`src/rtl/pe_bus_pkg.sv`:
```
// Shared types and constants for the PE X-bus receiver.
package pe_bus_pkg;

    localparam int unsigned CNT_W = 16;
    localparam int unsigned PE_DW = 16;

    // Packet at the default operand width; wider instances use a local equivalent.
    typedef struct packed {
        logic [PE_DW-1:0]   ifmap;
        logic [PE_DW-1:0]   fltr;
        logic [2*PE_DW-1:0] psum;
    } pe_pkt_t;

    typedef enum logic [1:0] {
        StIdle,
        StRecv,
        StFlush
    } rx_state_e;

endpackage

```
`src/rtl/pe_pkt_fifo.sv`:
```
// Show-ahead synchronous packet FIFO with synchronous flush.
module pe_pkt_fifo #(
    parameter int unsigned DEPTH = 4,
    parameter type         pkt_t = logic [63:0]
) (
    input  logic clk,
    input  logic rstn,
    input  logic flush,
    input  logic push,
    input  logic pop,
    input  pkt_t wdata,
    output pkt_t rdata,
    output logic full,
    output logic empty
);
    import pe_bus_pkg::*;

    localparam int unsigned AW = $clog2(DEPTH);

    // Extra MSB distinguishes full from empty when the index bits match.
    logic [AW:0] wptr_q;
    logic [AW:0] rptr_q;
    pkt_t        mem [DEPTH];
    logic        push_ok;
    logic        pop_ok;

    assign push_ok = push && !full && !flush;
    assign pop_ok  = pop && !empty && !flush;

    always_ff @(posedge clk or negedge rstn) begin
        if (!rstn) begin
            wptr_q <= '0;
            rptr_q <= '0;
        end else if (flush) begin
            wptr_q <= '0;
            rptr_q <= '0;
        end else begin
            if (push_ok) wptr_q <= wptr_q + (AW+1)'(1);
            if (pop_ok)  rptr_q <= rptr_q + (AW+1)'(1);
        end
    end

    always_ff @(posedge clk) begin
        if (push_ok) mem[wptr_q[AW-1:0]] <= wdata;
    end

    assign rdata = mem[rptr_q[AW-1:0]];
    assign empty = (wptr_q == rptr_q);
    assign full  = (wptr_q[AW] != rptr_q[AW]) && (wptr_q[AW-1:0] == rptr_q[AW-1:0]);

endmodule

```
`src/rtl/pe_bus_rx.sv`:
```
// X-bus receiver for one PE: tag match, packet buffering, control FSM and counters.
module pe_bus_rx
    import pe_bus_pkg::*;
#(
    parameter int unsigned DATA_WIDTH = 16,
    parameter int unsigned NUM_COL    = 4,
    parameter int unsigned FIFO_DEPTH = 4
) (
    input  logic                       clk,
    input  logic                       rstn,
    input  logic                       en,
    input  logic                       flush,
    input  logic [$clog2(NUM_COL)-1:0] x_id,
    input  logic [$clog2(NUM_COL)-1:0] x_tag,
    input  logic                       bus_valid,
    output logic                       bus_ready,
    input  logic [DATA_WIDTH-1:0]      ifmap_data_G2B,
    input  logic [DATA_WIDTH-1:0]      fltr_data_G2B,
    input  logic [2*DATA_WIDTH-1:0]    psum_data_G2B,
    output logic                       pe_valid,
    input  logic                       pe_ready,
    output logic [DATA_WIDTH-1:0]      pe_ifmap,
    output logic [DATA_WIDTH-1:0]      pe_fltr,
    output logic [2*DATA_WIDTH-1:0]    pe_psum,
    output logic [CNT_W-1:0]           pkt_cnt,
    output logic [CNT_W-1:0]           drop_cnt
);

    typedef struct packed {
        logic [DATA_WIDTH-1:0]   ifmap;
        logic [DATA_WIDTH-1:0]   fltr;
        logic [2*DATA_WIDTH-1:0] psum;
    } pkt_t;

    rx_state_e        state_q;
    rx_state_e        state_d;
    logic             in_flush;
    logic             alive_q;
    logic             full;
    logic             empty;
    logic             tag_hit;
    logic             push;
    logic             pop;
    logic             drop;
    pkt_t             wr_pkt;
    pkt_t             head;
    logic [CNT_W-1:0] pkt_cnt_q;
    logic [CNT_W-1:0] drop_cnt_q;

    always_ff @(posedge clk or negedge rstn) begin
        if (!rstn) state_q <= StIdle;
        else       state_q <= state_d;
    end

    always_comb begin
        state_d = state_q;
        if (flush) begin
            state_d = StFlush;
        end else begin
            unique case (state_q)
                StIdle:  state_d = en ? StRecv : StIdle;
                StRecv:  state_d = en ? StRecv : StIdle;
                StFlush: state_d = en ? StRecv : StIdle;
                default: state_d = StIdle;
            endcase
        end
    end

    always_comb begin
        in_flush = (state_q == StFlush);
    end

    // Holds bus_ready low until the first edge after reset release.
    always_ff @(posedge clk or negedge rstn) begin
        if (!rstn) alive_q <= 1'b0;
        else       alive_q <= 1'b1;
    end

    assign bus_ready = alive_q && !full && !in_flush;
    assign pe_valid  = !empty && !in_flush;
    assign tag_hit   = bus_valid && en && (x_tag == x_id);
    assign push      = tag_hit && bus_ready && !flush;
    assign pop       = pe_valid && pe_ready && !flush;
    assign drop      = tag_hit && !bus_ready;

    assign wr_pkt = '{ifmap: ifmap_data_G2B, fltr: fltr_data_G2B, psum: psum_data_G2B};

    pe_pkt_fifo #(
        .DEPTH (FIFO_DEPTH),
        .pkt_t (pkt_t)
    ) u_fifo (
        .clk   (clk),
        .rstn  (rstn),
        .flush (flush),
        .push  (push),
        .pop   (pop),
        .wdata (wr_pkt),
        .rdata (head),
        .full  (full),
        .empty (empty)
    );

    always_comb begin
        pe_ifmap = '0;
        pe_fltr  = '0;
        pe_psum  = '0;
        if (pe_valid) begin
            pe_ifmap = head.ifmap;
            pe_fltr  = head.fltr;
            pe_psum  = head.psum;
        end
    end

    always_ff @(posedge clk or negedge rstn) begin
        if (!rstn) begin
            pkt_cnt_q  <= '0;
            drop_cnt_q <= '0;
        end else begin
            if (push && (pkt_cnt_q != '1))  pkt_cnt_q  <= pkt_cnt_q + CNT_W'(1);
            if (drop && (drop_cnt_q != '1)) drop_cnt_q <= drop_cnt_q + CNT_W'(1);
        end
    end

    assign pkt_cnt  = pkt_cnt_q;
    assign drop_cnt = drop_cnt_q;

endmodule

```
`config.mk`:
```
export PLATFORM = sky130hd
export DESIGN_NAME = pe_bus_rx
export DESIGN_NICKNAME = d
export VERILOG_FILES = /design/src/rtl/pe_bus_pkg.sv /design/src/rtl/pe_pkt_fifo.sv /design/src/rtl/pe_bus_rx.sv
export SDC_FILE = /design/constraint.sdc
export NUM_CORES = 1
export LEC_CHECK = 0
export CORE_MARGIN = 5
export CORE_UTILIZATION = 54
export CTS_BUF_LIST = sky130_fd_sc_hd__clkbuf_16
export DETAILED_ROUTE_END_ITERATION = 16
export PLACE_DENSITY_LB_ADDON = 0.12
export SYNTH_ARGS = -nofsm -noshare
export SYNTH_HDL_FRONTEND = slang
export SYNTH_SLANG_ARGS = --single-unit
```
`constraint.sdc`:
```
create_clock -name clk -period 4.3 [get_ports clk]
set_input_delay 0.43 -clock clk [delete_from_list [all_inputs] [get_ports clk]]
set_output_delay 0.43 -clock clk [all_outputs]
set_load 0.02 [all_outputs]
```
==> impl_table.tex, run 1 <==
\begin{tabular}{lr}
\hline
Metric & Value \\
\hline
\multicolumn{2}{l}{\textbf{Run}} \\
\quad MaxCap Viol Count & 0 \\
\multicolumn{2}{l}{\textbf{Setup path}} \\
\quad Reg2Reg Launch Point & u\_fifo.rptr\_q[1] \\
\quad Worst-path cell with the longest stage delay & sky130\_fd\_sc\_hd\_\_dfrtp\_4 \\
\quad Cell Chain, Critical Path & xnor2\_1 > a31oi\_4 > buf\_4 > and2\_1 > clkdlybuf4s50\_1 \\
\quad Top fanout value on the critical path & 68 \\
\quad Max incr delay on CP & 660 ps \\
\quad Worst Reg2Reg Path Length in Cells & 7 \\
\quad Buffers \& Inverters on Critical Path & 2 \\
\quad Data arrival time of the critical path & 3040 ps \\
\quad Flop2flop setup slack & 1420 ps \\
\quad Required @ worst endpoint & 3870 ps \\
\quad Critical path launch point type & register \\
\quad Worst Path Class, Setup & reg -> out \\
\quad Top cell family by delay on the critical path & buffers and inverters \\
\quad Endpoint class of the critical path & output pin \\
\quad Worst R2R End & u\_fifo.wptr\_q[2] \\
\multicolumn{2}{l}{\textbf{Place}} \\
\quad Final weighted congestion of routability-driven global placement & 0.767 \\
\quad Setup slack at placement & 1140 ps \\
\quad Half-perimeter wire length of the detailed placement result & 14200 µm \\
\quad I/O Buffers & 171 \\
\multicolumn{2}{l}{\textbf{CTS}} \\
\quad Clock buffer count from CTS & 29 \\
\quad CTS tree & yes \\
\quad Clock transition at the registers of the reported paths & 60 ps \\
\quad Root Driver & sky130\_fd\_sc\_hd\_\_clkbuf\_16 \\
\quad Clock H-tree levels & 1 \\
\quad Sink count of the clock tree & 297 \\
\quad CTS Hold Bufs & 0 \\
\quad Worst-skew pair later-pin latency & 520 ps \\
\quad Post-cts repair resize count & 0 \\
\quad Number of buffers inserted to repair setup after CTS & 0 \\
\quad Clock Tree Buf Depth & 3 \\
\multicolumn{2}{l}{\textbf{Global routing}} \\
\quad First-pass GRT wire length & 35300 µm \\
\quad Total track usage & 18.4\% \\
\quad Remaining Overflow, GRT & 0 \\
\quad Largest net degree at the start of global routing & 69 \\
\quad Vias in the first global route & 6425 \\
\quad Initial antenna violation count & 2 \\
\multicolumn{2}{l}{\textbf{Logic synthesis}} \\
\quad Synth Area in Simple Gates & 7.29\% \\
\quad Netlist area before placement & 11700 µm² \\
\quad Number of synthesis warnings & 0 \\
\quad Number of enable-type register cells in the synthesized netlist & 256 \\
\quad Count of cell types in the netlist & 40 \\
\quad Fraction of synthesis flops using an asynchronous set or reset pin & 13.8\% \\
\quad Post-Syn Nets & 670 \\
\quad Share of synthesized area spent on multiplexers & 12.6\% \\
\quad Post-synthesis sequential area ratio & 74.6\% \\
\quad Parity-gate share of the synthesized area counting xor and xnor cells & 2.85\% \\
\quad Post-Synth Adder-Cell Area & 0.750\% \\
\quad Flip-flop and latch count after synthesis & 297 \\
\quad Predominant post-synthesis flop cell & sky130\_fd\_sc\_hd\_\_edfxtp\_1 \\
\quad Dominant combinational cell family by area after synthesis & multiplexers \\
\quad Average footprint of a synthesized cell & 19.8 µm² \\
\quad Synthesized-area fraction occupied by ao, oa, aoi and oai cells & 0.889\% \\
\quad Count of mapped cells out of synthesis & 589 \\
\multicolumn{2}{l}{\textbf{Layout}} \\
\quad Area taken by multi-input logic gates & 2890 µm² \\
\quad Area Overhead vs Synth & 26.5\% \\
\quad Antenna cells & 0 \\
\quad Final core occ & 69.9\% \\
\quad Final net count & 857 \\
\quad Area used by sequential logic in the layout & 8720 µm² \\
\quad Fraction of final layout cells sized beyond drive strength 1 & 17.2\% \\
\quad Fillcell total & 1367 \\
\multicolumn{2}{l}{\textbf{STA}} \\
\quad Pin slew with the least headroom to its limit & 902 ps \\
\quad Fin Setup TNS & 0 ps \\
\quad Post-layout worst setup margin & 832 ps \\
\quad Number of endpoints failing setup at the final stage & 0 \\
\quad Worst-case hold slack & 36.3 ps \\
\quad Final number of hold-violating endpoints & 0 \\
\quad Final slew viol count & 0 \\
\quad RSZ-0062 raised after global routing & no \\
\quad Period utilisation layout & 80.6\% \\
\quad Timing-limited maximum frequency & 0.288 GHz \\
\quad Min cycle time layout & 3470 ps \\
\quad Worst clock skew & 9.74 ps \\
\quad Headroom to the max-slew limit & 39.9\% \\
\multicolumn{2}{l}{\textbf{Floorplan}} \\
\quad Height of the chip & 157 µm \\
\quad Floorplan die width & 157 µm \\
\quad Starting Density & 55.2\% \\
\quad Area of the die & 24700 µm² \\
\quad Number of primary I/O pins & 172 \\
\quad Core Area & 21200 µm² \\
\quad Row count & 53 \\
\multicolumn{2}{l}{\textbf{Detailed routing}} \\
\quad Max layer used & met5 \\
\quad Number of detailed-route iterations in the first pass & 5 \\
\quad Drt wl/cell & 21.2 µm \\
\quad Wirelength, routed & 22800 µm \\
\quad DRC marker count from the first detailed-route iteration & 378 \\
\quad Count of unresolved DRC violations after routing & 0 \\
\quad Total number of vias & 6014 \\
\quad Post-route ant nets & 0 \\
\quad DRT met1 WL & 9100 µm \\
\quad Vias per cell & 5.60 \\
\quad Routed met2 length & 11600 µm \\
\quad Met3 wirelength from detailed routing & 1620 µm \\
\multicolumn{2}{l}{\textbf{Pwr}} \\
\quad Power Density & 407 nW/µm² \\
\quad Peak supply drop & 326 µV \\
\quad Total power & 0.00602 W \\
\quad Static leakage & 4.87 nW \\
\multicolumn{2}{l}{\textbf{Worst hold path}} \\
\quad Hold Crit Class & in -> async \\
\multicolumn{2}{l}{\textbf{Outcome}} \\
\quad Outcome & complete, no violations \\
\hline
\end{tabular}
[cell usage in the layout (no fill, tap or decap), types with 3 or more instances in the layout]
| cell type | n |
|---|---|
| sky130_fd_sc_hd__mux2_1 | 3 |
| sky130_fd_sc_hd__mux4_2 | 64 |
| sky130_fd_sc_hd__and3_4 | 4 |
| sky130_fd_sc_hd__and3_1 | 4 |
| sky130_fd_sc_hd__clkinvlp_4 | 4 |
| sky130_fd_sc_hd__edfxtp_1 | 256 |
| sky130_fd_sc_hd__nor2_1 | 8 |
| sky130_fd_sc_hd__inv_1 | 8 |
| sky130_fd_sc_hd__and4_1 | 3 |
| sky130_fd_sc_hd__xnor2_1 | 26 |
| sky130_fd_sc_hd__and2_1 | 65 |
| sky130_fd_sc_hd__clkbuf_16 | 29 |
| sky130_fd_sc_hd__nand3_1 | 16 |
| sky130_fd_sc_hd__clkinv_2 | 8 |
| sky130_fd_sc_hd__nor4_1 | 3 |
| sky130_fd_sc_hd__clkdlybuf4s50_1 | 170 |
| sky130_fd_sc_hd__nand4_1 | 12 |
| sky130_fd_sc_hd__xor2_1 | 12 |
| sky130_fd_sc_hd__ha_1 | 7 |
| sky130_fd_sc_hd__dfrtp_1 | 39 |
| sky130_fd_sc_hd__nand2_1 | 13 |
| sky130_fd_sc_hd__bufinv_16 | 5 |
| sky130_fd_sc_hd__buf_12 | 5 |
[area by class of cell]
class                           instances  area share (%)
Clock inverter                         24            1.71
Tap cell                              275            2.33
Sequential cell                       297            59.0
Inverter                                6           0.152
Clock buffer                           29            4.91
Timing Repair Buffer                  178            12.3
Multi-Input combinational cell        264            19.6
[through the flow]
stage	cells	area, µm²
2_1_floorplan	589	11700
3_3_place_gp	1020	13800
3_5_place_dp	1020	13800
4_1_cts	1073	14800
5_1_grt	1073	14800
6_report	1073	14800
[registers in the layout, indices dropped and copies added, names as in the netlist]
register       count
u_fifo.mem       256
drop_cnt          16
pkt_cnt           16
u_fifo.rptr_q      3
u_fifo.wptr_q      3
state_q            2
alive_q            1
[per-layer routing]
layer | global-route usage, % | up-vias
li1 | - | 2704
met1 | 24.6 | 3071
met2 | 31.7 | 199
met3 | 3.93 | 36
met4 | 4.10 | 4
met5 | 0 | -
[power by group]
group	switching [W]	leakage, nW	internal (W)
clock network	0.00102	0.483	0.00153
logic	0.000137	1.53	0.000145
registers	0.0000310	2.86	0.00316
total	0.00119	4.87	0.00483
[cell usage after synthesis, types with 3 or more instances]
cell                       number  area [µm²]
sky130_fd_sc_hd__and2_1        65         407
sky130_fd_sc_hd__and3_1         8        50.1
sky130_fd_sc_hd__and4_1         3        26.3
sky130_fd_sc_hd__buf_2          7        35.0
sky130_fd_sc_hd__clkbuf_1      13        48.8
sky130_fd_sc_hd__dfrtp_1       41        1030
sky130_fd_sc_hd__edfxtp_1     256        7690
sky130_fd_sc_hd__ha_1           7        87.6
sky130_fd_sc_hd__inv_1          5        18.8
sky130_fd_sc_hd__mux2_1         3        33.8
sky130_fd_sc_hd__mux4_2        64        1440
sky130_fd_sc_hd__nand2_1       13        48.8
sky130_fd_sc_hd__nand3_1       16        80.1
sky130_fd_sc_hd__nand4_1       12        75.1
sky130_fd_sc_hd__nor2_1         8        30.0
sky130_fd_sc_hd__nor4_1         3        18.8
sky130_fd_sc_hd__xnor2_1       26         228
sky130_fd_sc_hd__xor2_1        12         105
[worst max-delay path by stage]
stage | start | to | slack, ps | cells after the start
4_1_cts | u_fifo.rptr_q[1] | pe_psum[30] | 740 | 5
2_1_floorplan | u_fifo.wptr_q[0] | u_fifo.mem[3][0] | 990 | 4
3_3_place_gp | flush | u_fifo.wptr_q[2] | 1160 | 6
5_1_grt | u_fifo.rptr_q[1] | pe_ifmap[15] | 660 | 5
6_report | u_fifo.rptr_q[1] | pe_psum[30] | 830 | 5
3_5_place_dp | flush | u_fifo.wptr_q[2] | 1140 | 6
[cell families (layout without fill, tap and decap cells)]
group           after synthesis  after routing
mux                          67             67
fa+ha+maj                     7              7
flops                       297            297
buf+inv                      28            237
simple gates                140            140
compound gates               11             11
other cells                   1              1
xor+xnor                     38             38
[worst register-to-register path, cell delays in order (launching register included)]
cell	delay (ps)
sky130_fd_sc_hd__dfrtp_4	660
sky130_fd_sc_hd__xnor2_1	250
sky130_fd_sc_hd__a311o_2	490
sky130_fd_sc_hd__inv_2	220
sky130_fd_sc_hd__and3_4	600
sky130_fd_sc_hd__buf_12	320
sky130_fd_sc_hd__xnor2_1	160
sky130_fd_sc_hd__nor2_1	60
No activity file was read; power rests on OpenSTA's default activity.
==> inputs of run 2 (changes only) <==
==> constraint.sdc (replaced) <==
create_clock -name clk -period 3.24 [get_ports clk]
set_input_delay 0.324 -clock clk [delete_from_list [all_inputs] [get_ports clk]]
set_output_delay 0.324 -clock clk [all_outputs]
set_load 0.02 [all_outputs]
==> impl_table.tex, run 2 (synthesized netlist as in run 1, its figures left out) <==
\begin{tabular}{lr}
\hline
Metric & Value \\
\hline
\multicolumn{2}{l}{\textbf{Floorplan}} \\
\quad Row count & 53 (unchanged) \\
\quad Height of the chip & 157 µm (unchanged) \\
\quad Starting Density & 55.2\% (unchanged) \\
\quad Floorplan die width & 157 µm (unchanged) \\
\quad Core Area & 21200 µm² (unchanged) \\
\quad Number of primary I/O pins & 172 (unchanged) \\
\quad Area of the die & 24700 µm² (unchanged) \\
\multicolumn{2}{l}{\textbf{Setup path}} \\
\quad Required @ worst endpoint & 2920 ps (-950 ps) \\
\quad Worst Path Class, Setup & reg -> out \\
\quad Endpoint class of the critical path & output pin \\
\quad Worst-path cell with the longest stage delay & sky130\_fd\_sc\_hd\_\_clkdlybuf4s50\_1 \\
\quad Reg2Reg Launch Point & u\_fifo.rptr\_q[0] \\
\quad Top fanout value on the critical path & 9 (-87\%) \\
\quad Start point of the critical path & u\_fifo.rptr\_q[0] \\
\quad Critical path launch point type & register \\
\quad Max incr delay on CP & 660 ps (about the same) \\
\quad Flop2flop setup slack & 900 ps (-520 ps) \\
\quad Cell Chain, Critical Path & xnor2\_1 > a311o\_2 > inv\_2 > clkdlybuf4s50\_1 \\
\quad Data arrival time of the critical path & 2690 ps (-350 ps) \\
\multicolumn{2}{l}{\textbf{Layout}} \\
\quad Area taken by multi-input logic gates & 2890 µm² (unchanged) \\
\quad Area used by sequential logic in the layout & 8720 µm² (unchanged) \\
\quad Antenna cells & 0 (unchanged) \\
\quad Area Overhead vs Synth & 28.3\% \\
\quad Max reg flops & 256 (unchanged) \\
\quad Fraction of final layout cells sized beyond drive strength 1 & 17.4\% (+0.24 points) \\
\quad Final net count & 869 (+1.4\%) \\
\quad Most common library cell in the layout ignoring fill and taps & sky130\_fd\_sc\_hd\_\_edfxtp\_1 \\
\quad Most frequent cells in the layout & sky130\_fd\_sc\_hd\_\_edfxtp\_1, sky130\_fd\_sc\_hd\_\_clkdlybuf4s50\_1, sky130\_fd\_sc\_hd\_\_and2\_1, sky130\_fd\_sc\_hd\_\_mux4\_2, sky130\_fd\_sc\_hd\_\_dfrtp\_1 \\
\quad Fillcell total & 1321 (-3.4\%) \\
\multicolumn{2}{l}{\textbf{STA}} \\
\quad Timing-limited maximum frequency & 0.332 GHz \\
\quad Final slew viol count & 0 (unchanged) \\
\quad Number of endpoints failing setup at the final stage & 0 (unchanged) \\
\quad Headroom to the max-slew limit & 40.7\% (+0.80 points) \\
\quad Min cycle time layout & 3010 ps \\
\quad Pin slew with the least headroom to its limit & 890 ps (-12.0 ps) \\
\quad Final number of hold-violating endpoints & 0 (unchanged) \\
\quad RSZ-0062 raised after global routing & no \\
\quad Worst clock skew & 8.93 ps (-0.807 ps) \\
\quad Fin Setup TNS & 0 ps (unchanged) \\
\quad Period utilisation layout & 92.9\% \\
\multicolumn{2}{l}{\textbf{CTS}} \\
\quad Clock buffer count from CTS & 30 (+3.4\%) \\
\quad Sink count of the clock tree & 297 (unchanged) \\
\quad Clock Tree Buf Depth & 3 (unchanged) \\
\quad Clock H-tree levels & 1 (unchanged) \\
\quad Root Driver & sky130\_fd\_sc\_hd\_\_clkbuf\_16 \\
\quad Worst-skew pair later-pin latency & 540 ps (+20 ps) \\
\quad Clock transition at the registers of the reported paths & 60 ps (about the same) \\
\quad CTS tree & yes \\
\multicolumn{2}{l}{\textbf{Detailed routing}} \\
\quad Post-route ant nets & 0 (unchanged) \\
\quad Number of detailed-route iterations in the first pass & 4 (-1) \\
\quad DRC marker count from the first detailed-route iteration & 350 (-7.4\%) \\
\quad Vias per cell & 5.63 (+0.51\%) \\
\quad Wirelength, routed & 23400 µm (+2.8\%) \\
\quad Count of unresolved DRC violations after routing & 0 (unchanged) \\
\quad Drt wl/cell & 21.6 µm (+1.6\%) \\
\quad Total number of vias & 6112 (+1.6\%) \\
\multicolumn{2}{l}{\textbf{Global routing}} \\
\quad Largest net degree at the start of global routing & 67 (-2.9\%) \\
\quad Remaining Overflow, GRT & 0 (unchanged) \\
\quad Vias in the first global route & 6566 (+2.2\%) \\
\quad Initial antenna violation count & 2 (unchanged) \\
\quad First-pass GRT wire length & 36300 µm (+2.7\%) \\
\quad Total track usage & 18.9\% (+0.47 points) \\
\multicolumn{2}{l}{\textbf{Pwr}} \\
\quad Total power & 0.00808 W (+34\%) \\
\quad Peak supply drop & 440 µV (+35\%) \\
\quad Power Density & 539 nW/µm² (+32\%) \\
\quad Static leakage & 4.96 nW (+1.9\%) \\
\multicolumn{2}{l}{\textbf{Place}} \\
\quad I/O Buffers & 171 (unchanged) \\
\quad Final weighted congestion of routability-driven global placement & 0.718 (-6.5\%) \\
\quad Half-perimeter wire length of the detailed placement result & 14400 µm (+1.3\%) \\
\multicolumn{2}{l}{\textbf{Run}} \\
\quad MaxCap Viol Count & 0 (unchanged) \\
\multicolumn{2}{l}{\textbf{Outcome}} \\
\quad Outcome & complete, no violations \\
\multicolumn{2}{l}{\textbf{Worst hold path}} \\
\quad Critical hold path startpoint & psum\_data\_G2B[29] \\
\quad Hold Crit Class & in -> reg \\
\hline
\end{tabular}
## run 2: cell types whose count changed in the layout (fill, tap and decap cells not counted), sizes merged
cell,change
dlygate4sd3,+1
buf,+10
clkinvlp,-2
inv,+1
clkbuf,+2
## run 2: per-layer routing
layer  track usage (%)  up-vias  wire length, µm
li1                  -     2734                -
met1              24.5     3136             9300
met2              33.0      195            12100
met3              4.29       43             1500
met4              4.59        4              494
met5                 0        -               25
## run 2: final cells by class
class / count / share of cell area (%)
Multi-Input combinational cell: 264 / 19.3
Tap cell: 275 / 2.30
Sequential cell: 297 / 58.2
Inverter: 6 / 0.150
Clock inverter: 23 / 1.58
Clock buffer: 31 / 5.18
Timing Repair Buffer: 189 / 13.3
## run 2: final timing paths
check,endpoint,depth (start not counted)
setup / recovery,bus_ready,4
hold / removal,u_fifo.mem[0][29],1
setup reg to reg,u_fifo.mem[0][30],5
hold reg to reg,state_q[0],1
max in group asynchronous,u_fifo.rptr_q[0],2
min in group asynchronous,pkt_cnt[9],2
## run 2: power breakdown
part | total [W] | switching [W] | internal [W]
clock network | 0.00347 | 0.00136 | 0.00212
registers | 0.00423 | 0.0000424 | 0.00419
logic | 0.000373 | 0.000179 | 0.000194
total | 0.00808 | 0.00158 | 0.00650
## run 2: repair_timing
action | in CTS | in global routing
endpoints found under the hold margin | 41 | 0
setup buffers | 0 | 3
resized for setup | 0 | 0
hold buffers | 1 | 0
endpoints found under the setup margin | 0 | 30
## run 2: critical path: cells and delay by family (launching register included)
kind | cells | cell delay, ps
AO/OA/AOI/OAI | 1 | 510
XOR/XNOR | 1 | 200
flip-flops | 1 | 540
buffers and inverters | 2 | 890
## run 2: metrics by stage
stage	instances	util (%)	instance area (µm²)	worst slack, ps	hold WS, ps
2_1_floorplan	589	-	11700	654	28.4
3_3_place_gp	1027	65.9	13900	613	423
3_5_place_dp	1027	65.9	13900	606	443
4_1_cts	1082	70.7	15000	13.7	387
5_1_grt	1085	70.8	15000	139	397
6_report	1085	70.8	15000	229	411
